### config.mk
export PLATFORM = sky130hd
export DESIGN_NAME = bp_be_int_unbox_pipe
export DESIGN_NICKNAME = d
export VERILOG_FILES = /design/src/rtl/bp_be_int_unbox_pipe.sv
export SDC_FILE = /design/constraint.sdc
export NUM_CORES = 1
export LEC_CHECK = 0
export CAP_MARGIN = 20
export CORE_AREA = 2 2 107 109
export CTS_CLUSTER_DIAMETER = 60
export DETAILED_ROUTE_END_ITERATION = 8
export DIE_AREA = 0 0 109 111
export DONT_BUFFER_PORTS = 1
export PLACE_DENSITY = 0.86
export SETUP_SLACK_MARGIN = 0.4
export SLEW_MARGIN = 30
export SYNTH_ARGS = -nofsm -noshare
export SYNTH_HDL_FRONTEND = slang
export SYNTH_SLANG_ARGS = --single-unit
### constraint.sdc
create_clock -name clk_i -period 5.5 [get_ports clk_i]
set_input_delay 1.65 -clock clk_i [delete_from_list [all_inputs] [get_ports clk_i]]
set_output_delay 1.65 -clock clk_i [all_outputs]
set_load 0.005 [all_outputs]
### src/rtl/bp_be_int_unbox_pipe.sv
// Multi-lane pipelined integer unbox: tagged register -> recoded operand at a requested tag.
// Latency stages_p cycles; elastic valid/ready with collapsing bubbles, synchronous flush.
module bp_be_int_unbox_pipe #(
  parameter int dword_width_p = 64,
  parameter int els_p         = 2,
  parameter int stages_p      = 1
) (
  input  logic                                  clk_i,
  input  logic                                  reset_i,
  input  logic                                  flush_i,
  input  logic                                  v_i,
  output logic                                  ready_and_o,
  input  logic [els_p*(dword_width_p+2)-1:0]    reg_i,
  input  logic [els_p*2-1:0]                    tag_i,
  input  logic [els_p-1:0]                      unsigned_i,
  output logic                                  v_o,
  input  logic                                  ready_and_i,
  output logic [els_p*(dword_width_p+1)-1:0]    val_o,
  output logic [els_p-1:0]                      sigbox_o
);

  localparam int rw_lp = dword_width_p + 2;
  localparam int ow_lp = dword_width_p + 1;

  // Field width of a tag, capped at the datapath width (word == dword when 32-bit)
  function automatic int field_w(input logic [1:0] t);
    int w;
    case (t)
      2'd0:    w = 8;
      2'd1:    w = 16;
      2'd2:    w = 32;
      default: w = 64;
    endcase
    return (w > dword_width_p) ? dword_width_p : w;
  endfunction

  // Returns {sigbox, recoded value} for one lane
  function automatic logic [dword_width_p+1:0] unbox_lane(
    input logic [rw_lp-1:0] r,
    input logic [1:0]       t,
    input logic             u
  );
    logic [dword_width_p-1:0] v;
    logic [dword_width_p-1:0] raw;
    logic [dword_width_p:0]   o;
    logic [1:0]               rt;
    logic                     sb;
    logic                     msb_t;
    logic                     fill;
    int                       wr;
    int                       wt;
    rt = r[rw_lp-1 -: 2];
    v  = r[dword_width_p-1:0];
    wr = field_w(rt);
    wt = field_w(t);
    for (int i = 0; i < dword_width_p; i++)
      raw[i] = (i < wr) ? v[i] : v[dword_width_p-1];
    sb = (t >= rt);
    case (t)
      2'd0:    msb_t = raw[7];
      2'd1:    msb_t = raw[15];
      2'd2:    msb_t = raw[31];
      default: msb_t = raw[dword_width_p-1];
    endcase
    // Narrowing a signed value keeps the register's sign rather than the field's
    if (u)       fill = 1'b0;
    else if (sb) fill = msb_t;
    else         fill = raw[dword_width_p-1];
    for (int i = 0; i < dword_width_p; i++)
      o[i] = (i < wt) ? raw[i] : fill;
    o[dword_width_p] = fill;
    return {sb, o};
  endfunction

  function automatic logic stage_open(input logic [stages_p-1:0] vq, input int k);
    logic open;
    open = 1'b0;
    for (int j = 0; j < stages_p; j++)
      if (j >= k && !vq[j]) open = 1'b1;
    return open;
  endfunction

  logic [els_p*ow_lp-1:0]                 unbox_val;
  logic [els_p-1:0]                       unbox_sig;
  logic [stages_p-1:0]                    valid_q;
  logic [stages_p-1:0]                    adv;
  logic [stages_p-1:0][els_p*ow_lp-1:0]   val_q;
  logic [stages_p-1:0][els_p-1:0]         sig_q;

  always_comb begin
    logic [dword_width_p+1:0] res;
    unbox_val = '0;
    unbox_sig = '0;
    res       = '0;
    for (int l = 0; l < els_p; l++) begin
      res = unbox_lane(reg_i[l*rw_lp +: rw_lp], tag_i[l*2 +: 2], unsigned_i[l]);
      unbox_val[l*ow_lp +: ow_lp] = res[dword_width_p:0];
      unbox_sig[l]                = res[dword_width_p+1];
    end
  end

  // A stage can load if it or any stage downstream of it has a hole, or the sink drains
  always_comb begin
    adv = '0;
    for (int k = 0; k < stages_p; k++)
      adv[k] = ready_and_i | stage_open(valid_q, k);
  end

  always_ff @(posedge clk_i) begin
    if (reset_i) begin
      valid_q <= '0;
      val_q   <= '0;
      sig_q   <= '0;
    end else if (flush_i) begin
      valid_q <= '0;
    end else begin
      if (adv[0]) begin
        valid_q[0] <= v_i;
        if (v_i) begin
          val_q[0] <= unbox_val;
          sig_q[0] <= unbox_sig;
        end
      end
      for (int k = 1; k < stages_p; k++) begin
        if (adv[k]) begin
          valid_q[k] <= valid_q[k-1];
          if (valid_q[k-1]) begin
            val_q[k] <= val_q[k-1];
            sig_q[k] <= sig_q[k-1];
          end
        end
      end
    end
  end

  assign ready_and_o = adv[0];
  assign v_o         = valid_q[stages_p-1];
  assign val_o       = val_q[stages_p-1];
  assign sigbox_o    = sig_q[stages_p-1];

endmodule

==> After elaboration in Yosys (flattened, before gate mapping) <==
Index checks and enable logic that the tools add are counted.
{ "totals": {"regBits": 133, "in_bits": 143, "output_inout_bits": 134, "elab_cells": 548} }
{ "classes": {"magnitude_cmp": 260, "n_eq_ne": 8, "muxes": 269, "bitwise": 2, "reduce_logical": 6} }
{ "op_table": {"columns": ["cell", "n"], "rows": [
  ["$lt A7 B32 Y1 const A", 126],
  ["$lt A6 B32 Y1 const A", 64],
  ["$lt A5 B32 Y1 const A", 32],
  ["$lt A4 B32 Y1 const A", 16],
  ["$mux W1", 259],
  ["$lt A3 B32 Y1 const A", 8],
  ["$gt A32 B8 Y1 const B", 4],
  ["$lt A1 B32 Y1 const A", 4],
  ["$lt A2 B32 Y1 const A", 4],
  ["$mux W32", 4],
  ["$pmux W7 S3", 4],
  ["$eq A2 B1 Y1 const B", 4],
  ["$eq A2 B2 Y1 const B", 4],
  ["$logic_not A2 Y1", 4],
  ["$pmux W1 S3", 2],
  ["$ge A2 B2 Y1", 2],
  ["$reduce_and A3 Y1", 1],
  ["$reduce_or A2 Y1", 1],
  ["$not A1 Y1", 1],
  ["$or A1 B1 Y1", 1]
]} }

==> Logic depth before layout (Yosys ltp) <==
Gate-level depths: netlist of the first run.
{ "logic_depth": {"ltp_word": 10, "ltp_mapped": 11, "ltp_nobuf": 7} }

==> Least setup slack after synthesis of the first run <==
OpenSTA, ideal clock, no wires.
{ "synth_path": {"path_kind": "input to register", "start": "input port reg_i[131]", "end": "register val_q, in the netlist val_o[81]", "setup_time_ns": 0.130, "arrival_time_ns": 3.693, "t_required_ns": 5.370, "slack_ns": 1.676, "path_stages": 10, "n_path_buf": 3, "cell_sequence": "clkbuf_1 > buf_1 > inv_1 > ha_1 > nor3b_1 > nor2_1 > mux2i_1 > a21oi_1 > clkbuf_1 > o31ai_1"} }
{ "synth_via": {"elab_chain_cells": 10, "word_cells_on_any_way": 19, "cone_classes": "6 x order compare; 2 x eq/ne; 10 x mux; 1 x reduce/logical"} }
{ "synth_rtl": {"columns": ["element", "line", "source"], "rows": [
  ["start: declaration", "13", "input logic [els_p*(dword_width_p+2)-1:0] reg_i,"],
  ["$eq A2 B2 Y1, or another cell as far along", "28", "case (t)"],
  ["$pmux W7 S3", "28", null],
  ["$gt A32 B8 Y1", "34", "return (w > dword_width_p) ? dword_width_p : w;"],
  ["$mux W32", "34", null],
  ["$lt A6 B32 Y1, or another cell as far along", "57", "raw[i] = (i < wr) ? v[i] : v[dword_width_p-1];"],
  ["$mux W1", "57", null],
  ["$pmux W1 S3", "59", "case (t)"],
  ["$mux W1", "67", "else if (sb) fill = msb_t;"],
  ["$mux W1", "66", "if (u) fill = 1'b0;"],
  ["$mux W1 (*)", "70", "o[i] = (i < wt) ? raw[i] : fill;"],
  ["end signal: indexed assignment", "128", "val_q[k] <= val_q[k-1];"],
  ["end: declaration", "87", "logic [stages_p-1:0][els_p*ow_lp-1:0] val_q;"]
]} }
Mark *: on every way between the ends. The rest lies on a longest branch, timed or not.
A chain may end at the register's enable or synchronous reset.

==> Worst setup path after layout of the first run <==
{ "layout_path": {"start": "input port ready_and_i", "end": "output port ready_and_o"} }
{ "layout_via": {"elab_chain_cells": 1} }
{ "layout_rtl": {"columns": ["element", "line", "source"], "rows": [
  ["start: declaration", "17", "input logic ready_and_i,"],
  ["$or A1 B1 Y1", "106", "adv[k] = ready_and_i | stage_open(valid_q, k);"],
  ["end: declaration", "12", "output logic ready_and_o,"]
]} }
No other way between the ends.

==> results of run 1 <==
-- placed cells by master (no fill, tap or decap), drive strengths merged, types with 2 or more instances in the layout --
master / instances
nand3: 3
nand2: 133
o211ai: 92
clkinv: 4
a21oi: 126
nand3b: 16
or2: 4
ha: 4
nor2: 11
a211oi: 4
o21ai: 8
nor3b: 3
bufinv: 4
o22ai: 2
o2bb2ai: 2
o31ai: 15
and2: 4
a21o: 93
o21a: 2
nor2b: 2
inv: 11
dfxtp: 133
nand2b: 2
clkbuf: 23
a311oi: 3
mux2i: 4
buf: 12
-- state kept, by name, summed over array words and instances, names as in the netlist --
name / count
v_o: 1
sigbox_o: 2
val_o: 130
-- cell type report --
type	count	area, µm²	area share (%)
Timing Repair Buffer	12	93.84	1.340
Inverter	11	41.29	0.5897
Multi-Input combinational cell	540	3390	48.41
Tap cell	143	178.9	2.555
Clock inverter	9	147.6	2.109
Sequential cell	133	2663	38.03
Clock buffer	23	488.0	6.969
-- routing by layer --
| metal | global-route usage, % | wire [µm] | up-vias |
|---|---|---|---|
| met1 | 33.75 | 7143 | 2786 |
| li1 | - | - | 2656 |
| met4 | 15.21 | 670 | 0 |
| met5 | 0 | 0 | - |
| met3 | 12.99 | 2145 | 60 |
| met2 | 49.81 | 9122 | 330 |
-- path summary, 6_finish.rpt --
kind                      end  depth (start not counted)
setup / recovery  ready_and_o                          2
hold / removal      val_o[60]                          2
setup reg to reg   val_o[118]                          6
hold reg to reg     val_o[60]                          2
-- logic make-up after synthesis --
kind of cell,share of synthesized area (%)
adders and majority gates,0.7775
DFF,41.36
AOI/OAI and AO/OA,38.10
buffers and inverters,6.608
and+or+nand+nor,12.36
muxes,0.7969
-- per-stage QoR --
stage | std cells | setup slack [ns]
2_1_floorplan | 773 | 1.676
3_3_place_gp | 839 | 1.728
3_5_place_dp | 839 | 1.650
4_1_cts | 871 | 1.895
5_1_grt | 871 | 1.828
6_report | 871 | 1.881
-- power by group through the flow --
stage | Clock [W] | Sequential, W | Combinational (W)
final | 0.00121 | 0.00106 | 0.000261
after CTS | 0.00122 | 0.00106 | 0.000259
after global placement | 0 | 0.00108 | 0.000244
after detailed placement | 0 | 0.00108 | 0.000257
after floorplan | 0 | 0.00106 | 0.000232
after global routing | 0.00126 | 0.00106 | 0.000287
==> impl_metrics.json, run 1 <==
{
  "num_vias": 5832,
  "vias_per_cell": 6.696,
  "synth_nets": 920,
  "postCtsSetupRepairBufs": 0,
  "critPathLaunchType": "input pin",
  "yosysTopAreaCell": "dfxtp_1",
  "port_buffers": 0,
  "die_area_mm2": 0.01210,
  "p_seq_share_pct": 41.9,
  "clock_skew_ns": 0.008322,
  "syn_to_final_growth_pct": 8.766,
  "maxCapViolCount": 0,
  "initial_core_util_pct": 58.12,
  "routedWlPerCell_um": 21.91,
  "async_reset_ff_share_pct": 0,
  "place_congestion": 0.7814,
  "cts_resized": 0,
  "syn_area_mm2": 0.006437,
  "grt_overflow": 0,
  "antenna_found_initial": 0,
  "setup_viol": 0,
  "synthTopCellsByArea": "dfxtp_1, a21o_1, a21oi_1",
  "nets": 862,
  "crit_required_ns": 3.85,
  "p_switching_w": 0.0006159,
  "cts_sinks": 133,
  "status": "complete, no violations",
  "cts_tree": "done",
  "path_buf_inv": 1,
  "finalCriticalPeriod_ns": 3.619,
  "critPathLaunch": "ready_and_i",
  "arrival_ns": 1.97,
  "timing.slew.headroom_pct": 36.53,
  "clockPowerShare_pct": 47.8,
  "critical_path.max_fanout": 3,
  "cts_max_path_buffers": 2,
  "crit_chain": "nor2b_1 > inv_1",
  "worstSkewPairLatency_ns": 0.42,
  "n_fill_cell": 902,
  "ant_nets": 0,
  "cts.clk_slew.worst_paths_ns": 0.05,
  "drive_gt1_share_pct": 11.13,
  "p_total_w": 0.002529,
  "drt_wl_total_mm": 19.08,
  "htreeDepth": 4,
  "place_area_mm2": 0.006362,
  "track_usage_pct": 30.61,
  "post-route-period-util_pct": 65.81,
  "tightest_slew_ns": 0.9521,
  "cts_buffers": 17,
  "die_x_um": 109,
  "yosysWarnings": 0,
  "ir_drop_v": 0.0002452,
  "fmax_mhz": 276.3,
  "r2r-start": "v_o",
  "rows": 39,
  "drt-pass1-iter-count": 5,
  "synth_seq_area_share_pct": 41.36,
  "hold_viol": 0,
  "grt_pass1_wl_mm": 28.83,
  "synth_seq_cells": 133,
  "crit_type": "input pin to output port",
  "avgSynthCellArea_um2": 8.328,
  "synth_top_area_share_pct": 41.36,
  "dp_hpwl_mm": 12.22,
  "fp.coreArea_mm2": 0.01108,
  "cp_slowest_stage_delay_ns": 0.20,
  "synthDistinctLibCells": 39,
  "hold_buffers": 0,
  "reg2reg_slack_ns": 3.20,
  "tns_ns": 0,
  "synth_flop_cell": "dfxtp_1",
  "min_from": "val_o[60]",
  "swShare_pct": 24.35,
  "grt_setup_unrepaired": "no",
  "pin_count": 277,
  "cts_root_buf": "clkbuf_16",
  "slowest_stage": "nor2b_1",
  "diodes": 0,
  "powerDensity_mw_per_mm2": 361.2,
  "timing.hold.ws_ns": 0.4699,
  "min-delay-path-class": "register to register",
  "synth_commonest_cells": "dfxtp_1, nand2_1, a21oi_1, a21o_1, clkbuf_1",
  "fin_util_pct": 63.21,
  "pwr-share-comb_pct": 10.3,
  "maxSlewViolCount": 0,
  "p_leak_nw": 2.540,
  "end_kind": "output port",
  "drc": 0,
  "post_synth_inst_count": 773,
  "critPathTopFamily": "simple AND/OR/NAND/NOR gates",
  "synth-edff-count": 0,
  "die_y_um": 111,
  "drt_iter0_drc": 497,
  "grt_pass1_vias": 5599,
  "grt_max_degree": 135,
  "final_cell_area_mm2": 0.007002,
  "p_int_w": 0.001913
}
Note: power is estimated with default switching activity, not from simulation.
==> inputs of run 2 (changes only) <==
Settings changed: ABC_AREA set to 1.
Clock period 5.5 ns to 3.7 ns, I/O delays scaled along.
==> run 2 against run 1 <==
  * Synthesized area about the same
  * Hold slack better by 0.024 ns
  * Global-route usage increased by 1.6 points
  * Power rose by 61%
  * Critical path depth did not move
  * Critical endpoint unchanged
  * First-iteration DRC count increased by 40%
  * Clock skew decreased by 0.0041 ns
  * Setup slack got worse by 0.58 ns
  * Non-clock buffer count down 3
  * Highest routed layer is now met5
  * Clock power rose by 66%
  * Die area unchanged
==> impl_metrics.json, run 2 <==
{
  "synth_flop_cell": "dfxtp_1",
  "htreeDepth": 4,
  "die_area_mm2": 0.01210,
  "powerDensity_mw_per_mm2": 577.5,
  "maxCapViolCount": 0,
  "largest_reg_flops": 130,
  "critPathTopFamily": "simple AND/OR/NAND/NOR gates",
  "die_x_um": 109,
  "diodes": 0,
  "cp_slowest_stage_delay_ns": 0.10,
  "status": "complete, no violations",
  "syn_area_mm2": 0.006444,
  "yosysTopAreaCell": "dfxtp_1",
  "clock_skew_ns": 0.004200,
  "timing.slew.headroom_pct": 53.09,
  "post-place-ws_ns": 0.9302,
  "fin_util_pct": 63.56,
  "synth-edff-count": 0,
  "num_vias": 6166,
  "reg2reg_depth": 8,
  "drt-pass1-iter-count": 4,
  "synth_seq_cells": 133,
  "die_y_um": 111,
  "pin_count": 277,
  "final_cell_area_mm2": 0.007041,
  "maxSlewViolCount": 0,
  "track_usage_pct": 32.25,
  "synthDistinctLibCells": 27,
  "routedWlPerCell_um": 19.70,
  "min-delay-path-class": "register to register",
  "fp.coreArea_mm2": 0.01108,
  "drt_wl_total_mm": 19.94,
  "hold_viol": 0,
  "stdcell_count": 1012,
  "yosysMostFrequentCell": "a21oi_1",
  "synthTopCellsByArea": "dfxtp_1, a21oi_1, o21ai_0",
  "grt_overflow": 0,
  "setup_ws_ns": 1.300,
  "ant_nets": 0,
  "grt_pass1_vias": 5687,
  "avgSynthCellArea_um2": 7.128,
  "cts.clk_slew.worst_paths_ns": 0.05,
  "crit_type": "input pin to output port",
  "arrival_ns": 1.29,
  "p_int_w": 0.003056,
  "drive_gt1_share_pct": 12.08,
  "async_reset_ff_share_pct": 0,
  "hold_buffers": 0,
  "tightest_slew_ns": 0.7011,
  "dpl.cell_count": 980,
  "antenna_found_initial": 1,
  "nets": 1003,
  "min_from": "sigbox_o[0]",
  "crit_chain": "nor2_1 > inv_2",
  "cts_sinks": 133,
  "critPathLaunchType": "input pin",
  "regToRegEndpoint": "val_o[11]",
  "rows": 39,
  "grt_pass1_wl_mm": 30.04,
  "grt_setup_unrepaired": "no",
  "fmax_mhz": 416.6,
  "vias_per_cell": 6.093,
  "path_buf_inv": 1,
  "crit_required_ns": 2.59,
  "cts_max_path_buffers": 2,
  "ir_drop_v": 0.0003935,
  "swShare_pct": 24.85,
  "critical_path.max_fanout": 3,
  "synth_top_area_share_pct": 41.32,
  "met3_usage_pct": 12.82,
  "postCtsSetupRepairBufs": 0,
  "min_path_cells": 2,
  "clockPowerShare_pct": 49.3,
  "slowest_stage": "nor2_1",
  "post-route-period-util_pct": 64.87,
  "place_congestion": 0.9019,
  "final_common_cell": "a21oi_1",
  "dp_hpwl_mm": 12.87,
  "p_seq_share_pct": 39.8,
  "synth_nets": 1051,
  "cts_root_buf": "clkbuf_16",
  "hold_end": "sigbox_o[0]",
  "grt_max_degree": 92,
  "tns_ns": 0,
  "initial_core_util_pct": 58.17,
  "port_buffers": 0,
  "place_area_mm2": 0.006340,
  "worstSkewPairLatency_ns": 0.41,
  "drt_iter0_drc": 695,
  "post_synth_inst_count": 904,
  "use_met1_pct": 37.32,
  "use_met2_pct": 50.06,
  "r2r-start": "v_o",
  "p_switching_w": 0.001010,
  "yosysWarnings": 0,
  "reg2reg_slack_ns": 1.64,
  "cts_tree": "done",
  "finalCriticalPeriod_ns": 2.400,
  "pwr-share-comb_pct": 10.9,
  "setup_viol": 0,
  "p_leak_nw": 2.786,
  "busiest_layer": "met2",
  "final_cell_mix": "a21oi_1, nor2_1, nand2_1, dfxtp_1, o21ai_0",
  "cts_buffers": 17,
  "drc": 0,
  "end_kind": "output port",
  "synth_commonest_cells": "a21oi_1, nor2_1, nand2_1, dfxtp_1, o21ai_0",
  "crit_cells": 2,
  "cts_resized": 0,
  "synth_seq_area_share_pct": 41.32,
  "n_fill_cell": 966,
  "syn_to_final_growth_pct": 9.262
}
==> run 2: changes by cell type after synthesis, moves of 15 or more <==
cell	change
a21o_1	-93
a21oi_1	+63
a21oi_2	+37
clkbuf_1	-21
nand3b_1	-16
nor2_1	+132
o211ai_1	-64
o211ai_2	-28
o21ai_0	+124
o31ai_1	-15
==> run 2: final cells by class <==
type | count | area [µm²] | share of cell area, %
Inverter | 24 | 96.34 | 1.368
Clock buffer | 23 | 478.0 | 6.789
Clock inverter | 9 | 220.2 | 3.128
Tap cell | 143 | 178.9 | 2.541
Timing Repair Buffer | 9 | 92.59 | 1.315
Multi-Input combinational cell | 671 | 3312 | 47.04
Sequential cell | 133 | 2663 | 37.82
==> run 2: per-layer routing <==
| layer | vias to the layer above | part of all wire [%] |
|---|---|---|
| met5 | - | 0.065 |
| met4 | 2 | 4.6 |
| met3 | 70 | 12 |
| met2 | 372 | 46 |
| met1 | 2800 | 37 |
| li1 | 2922 | - |
==> run 2: cells by family (layout without fill, tap and decap cells) <==
kind of cell	after synthesis	after routing	synth area share, %
buffers and inverters	100	65	7.437
DFF	133	133	41.32
and+or+nand+nor	306	306	19.84
adders and majority gates	4	4	0.7767
AOI/OAI and AO/OA	361	361	30.62
==> run 2: through the flow <==
stage	total power, W	hold slack [ns]
2_1_floorplan	0.001992	0.4557
3_3_place_gp	0.002069	0.4812
3_5_place_dp	0.002079	0.4805
4_1_cts	0.004061	0.4889
5_1_grt	0.004193	0.5097
6_report	0.004066	0.4943
==> run 2: how the worst max path moves through the flow <==
stage / to / from
after floorplan: val_o[16] / reg_i[65]
after global placement: val_o[38] / reg_i[65]
after detailed placement: val_o[103] / reg_i[131]
after CTS: ready_and_o / ready_and_i
after global routing: val_o[62] / ready_and_i
final: ready_and_o / ready_and_i
==> run 2: power groups by stage <==
stage	Clock, W	Combinational [W]	Sequential [W]
after detailed placement	0	0.000432	0.00165
after global routing	0.00207	0.000497	0.00163
after global placement	0	0.000423	0.00165
final	0.00201	0.000441	0.00162
after floorplan	0	0.000376	0.00162
after CTS	0.00201	0.000436	0.00162
==> inputs of run 3 (changes only) <==
Settings changed: CORE_AREA 2 2 107 109 to unset, CORE_UTILIZATION set to 57, DIE_AREA 0 0 109 111 to unset.
Clock period 3.7 ns to 2.11 ns, I/O delays scaled along.
==> run 3 against run 2 <==
  * Critical endpoint unchanged
  * Global-route usage rose by 0.55 points
  * Power rose by 60%
  * Clock power rose by 39%
  * Highest routed layer is now met4
  * Largest cell class unchanged
==> impl_metrics.json, run 3 (synthesis results as in run 2) <==
{
  "num_vias": 6280,
  "maxSlewViolCount": 0,
  "tightest_slew_ns": 0.4074,
  "tns_ns": 0,
  "pin_count": 277,
  "syn_to_final_growth_pct": 13.38,
  "post-place-ws_ns": 0.01547,
  "post-route-period-util_pct": 77.20,
  "die_x_um": 108.3,
  "met3_usage_pct": 12.60,
  "busiest_layer": "met2",
  "vias_per_cell": 6.103,
  "place_congestion": 0.8646,
  "pwr-share-comb_pct": 13.6,
  "end_kind": "output port",
  "dp_hpwl_mm": 13.45,
  "p_leak_nw": 2.855,
  "final_common_cell": "a21oi_1",
  "finalCriticalPeriod_ns": 1.629,
  "critPathLaunchType": "register",
  "die_y_um": 108.3,
  "antenna_found_initial": 0,
  "clockPowerShare_pct": 42.8,
  "p_int_w": 0.004788,
  "largest_reg_flops": 130,
  "fp.coreArea_mm2": 0.01094,
  "drive_gt1_share_pct": 17.89,
  "htreeDepth": 4,
  "grt_max_degree": 70,
  "min_path_cells": 1,
  "setup_viol": 0,
  "port_buffers": 0,
  "setup_ws_ns": 0.4811,
  "use_met2_pct": 54.05,
  "nets": 1025,
  "hold_viol": 0,
  "routedWlPerCell_um": 19.45,
  "min-delay-path-class": "input pin to register",
  "fmax_mhz": 613.9,
  "final_cell_mix": "a21oi_1, nor2_1, nand2_1, dfxtp_1, o21ai_0",
  "hold_buffers": 0,
  "drc": 0,
  "use_met1_pct": 36.04,
  "cts_sinks": 133,
  "grt_setup_unrepaired": "no",
  "p_total_w": 0.006523,
  "drt_iter0_drc": 553,
  "crit_type": "register to output port",
  "maxCapViolCount": 0,
  "ir_drop_v": 0.0007062,
  "initial_core_util_pct": 58.92,
  "reg2reg_depth": 8,
  "p_seq_share_pct": 43.6,
  "cts_max_path_buffers": 2,
  "hold_end": "sigbox_o[0]",
  "timing.slew.headroom_pct": 72.81,
  "rows": 38,
  "crit_required_ns": 1.48,
  "p_switching_w": 0.001736,
  "diodes": 0,
  "grt_pass1_vias": 5502,
  "track_usage_pct": 32.80,
  "min_from": "reset_i",
  "arrival_ns": 1.00,
  "cts_tree": "done",
  "cts_root_buf": "clkbuf_16",
  "r2r-start": "v_o",
  "grt_overflow": 0,
  "worstSkewPairLatency_ns": 0.41,
  "swShare_pct": 26.61,
  "drt_wl_total_mm": 20.02,
  "powerDensity_mw_per_mm2": 892.9,
  "die_area_mm2": 0.01173,
  "critical_path.max_fanout": 3,
  "drt-pass1-iter-count": 5,
  "cts_buffers": 17,
  "reg2reg_slack_ns": 0.57,
  "cts.clk_slew.worst_paths_ns": 0.05,
  "status": "complete, no violations",
  "grt_pass1_wl_mm": 28.95,
  "regToRegEndpoint": "val_o[62]",
  "clock_skew_ns": 0.005401,
  "ant_nets": 0
}
==> run 3: critical path, stage by stage, from the launching register on <==
cell,delay (ns)
dfxtp_1,0.35
inv_1,0.07
nor2_2,0.09
inv_2,0.08
==> run 3: power by group through the flow <==
stage / Combinational, W / Sequential (W) / Clock [W]
CTS: 0.000880 / 0.00284 / 0.00281
detailed placement: 0.000874 / 0.00289 / 0
floorplan: 0.000711 / 0.00284 / 0
global route: 0.000987 / 0.00286 / 0.00292
global placement: 0.000850 / 0.00289 / 0
finish: 0.000890 / 0.00284 / 0.00279
==> run 3: per-layer routing <==
metal | up-vias | routed length, µm
li1 | 2955 | -
met1 | 2883 | 7206
met2 | 366 | 9572
met3 | 76 | 2341
met4 | 0 | 897
met5 | - | 0
==> run 3: metrics by stage <==
stage	hold WS [ns]	instances	utilization (%)	area, µm²
final	0.2820	1029	66.81	7306
after global routing	0.2681	1029	66.81	7306
after CTS	0.2715	1026	66.46	7268
after detailed placement	0.4858	996	61.43	6718
after global placement	0.4771	996	61.43	6718
after floorplan	0.4557	904	-	6635
==> run 3: timing repair <==
item                                    in CTS  in global routing
resized for setup                            0                  1
endpoints found under the setup margin       0                  6
buffers inserted                             0                  3
==> run 3: how the worst max path moves through the flow <==
stage | startpoint | to | cells after the start
finish | v_o | ready_and_o | 3
CTS | tag_i[0] | val_o[28] | 8
floorplan | reg_i[65] | val_o[55] | 10
global placement | tag_i[0] | val_o[19] | 8
detailed placement | tag_i[0] | val_o[28] | 8
global route | v_o | ready_and_o | 3
==> run 3: cell type report <==
class / count / area, µm²
flip-flops and latches: 133 / 2663
inverters: 24 / 105.1
fillers: 923 / 3630
multi-input cells: 671 / 3467
repair buffers: 31 / 345.3
well taps: 140 / 175.2
clock buffers: 25 / 475.5
clock inverters: 5 / 75.07
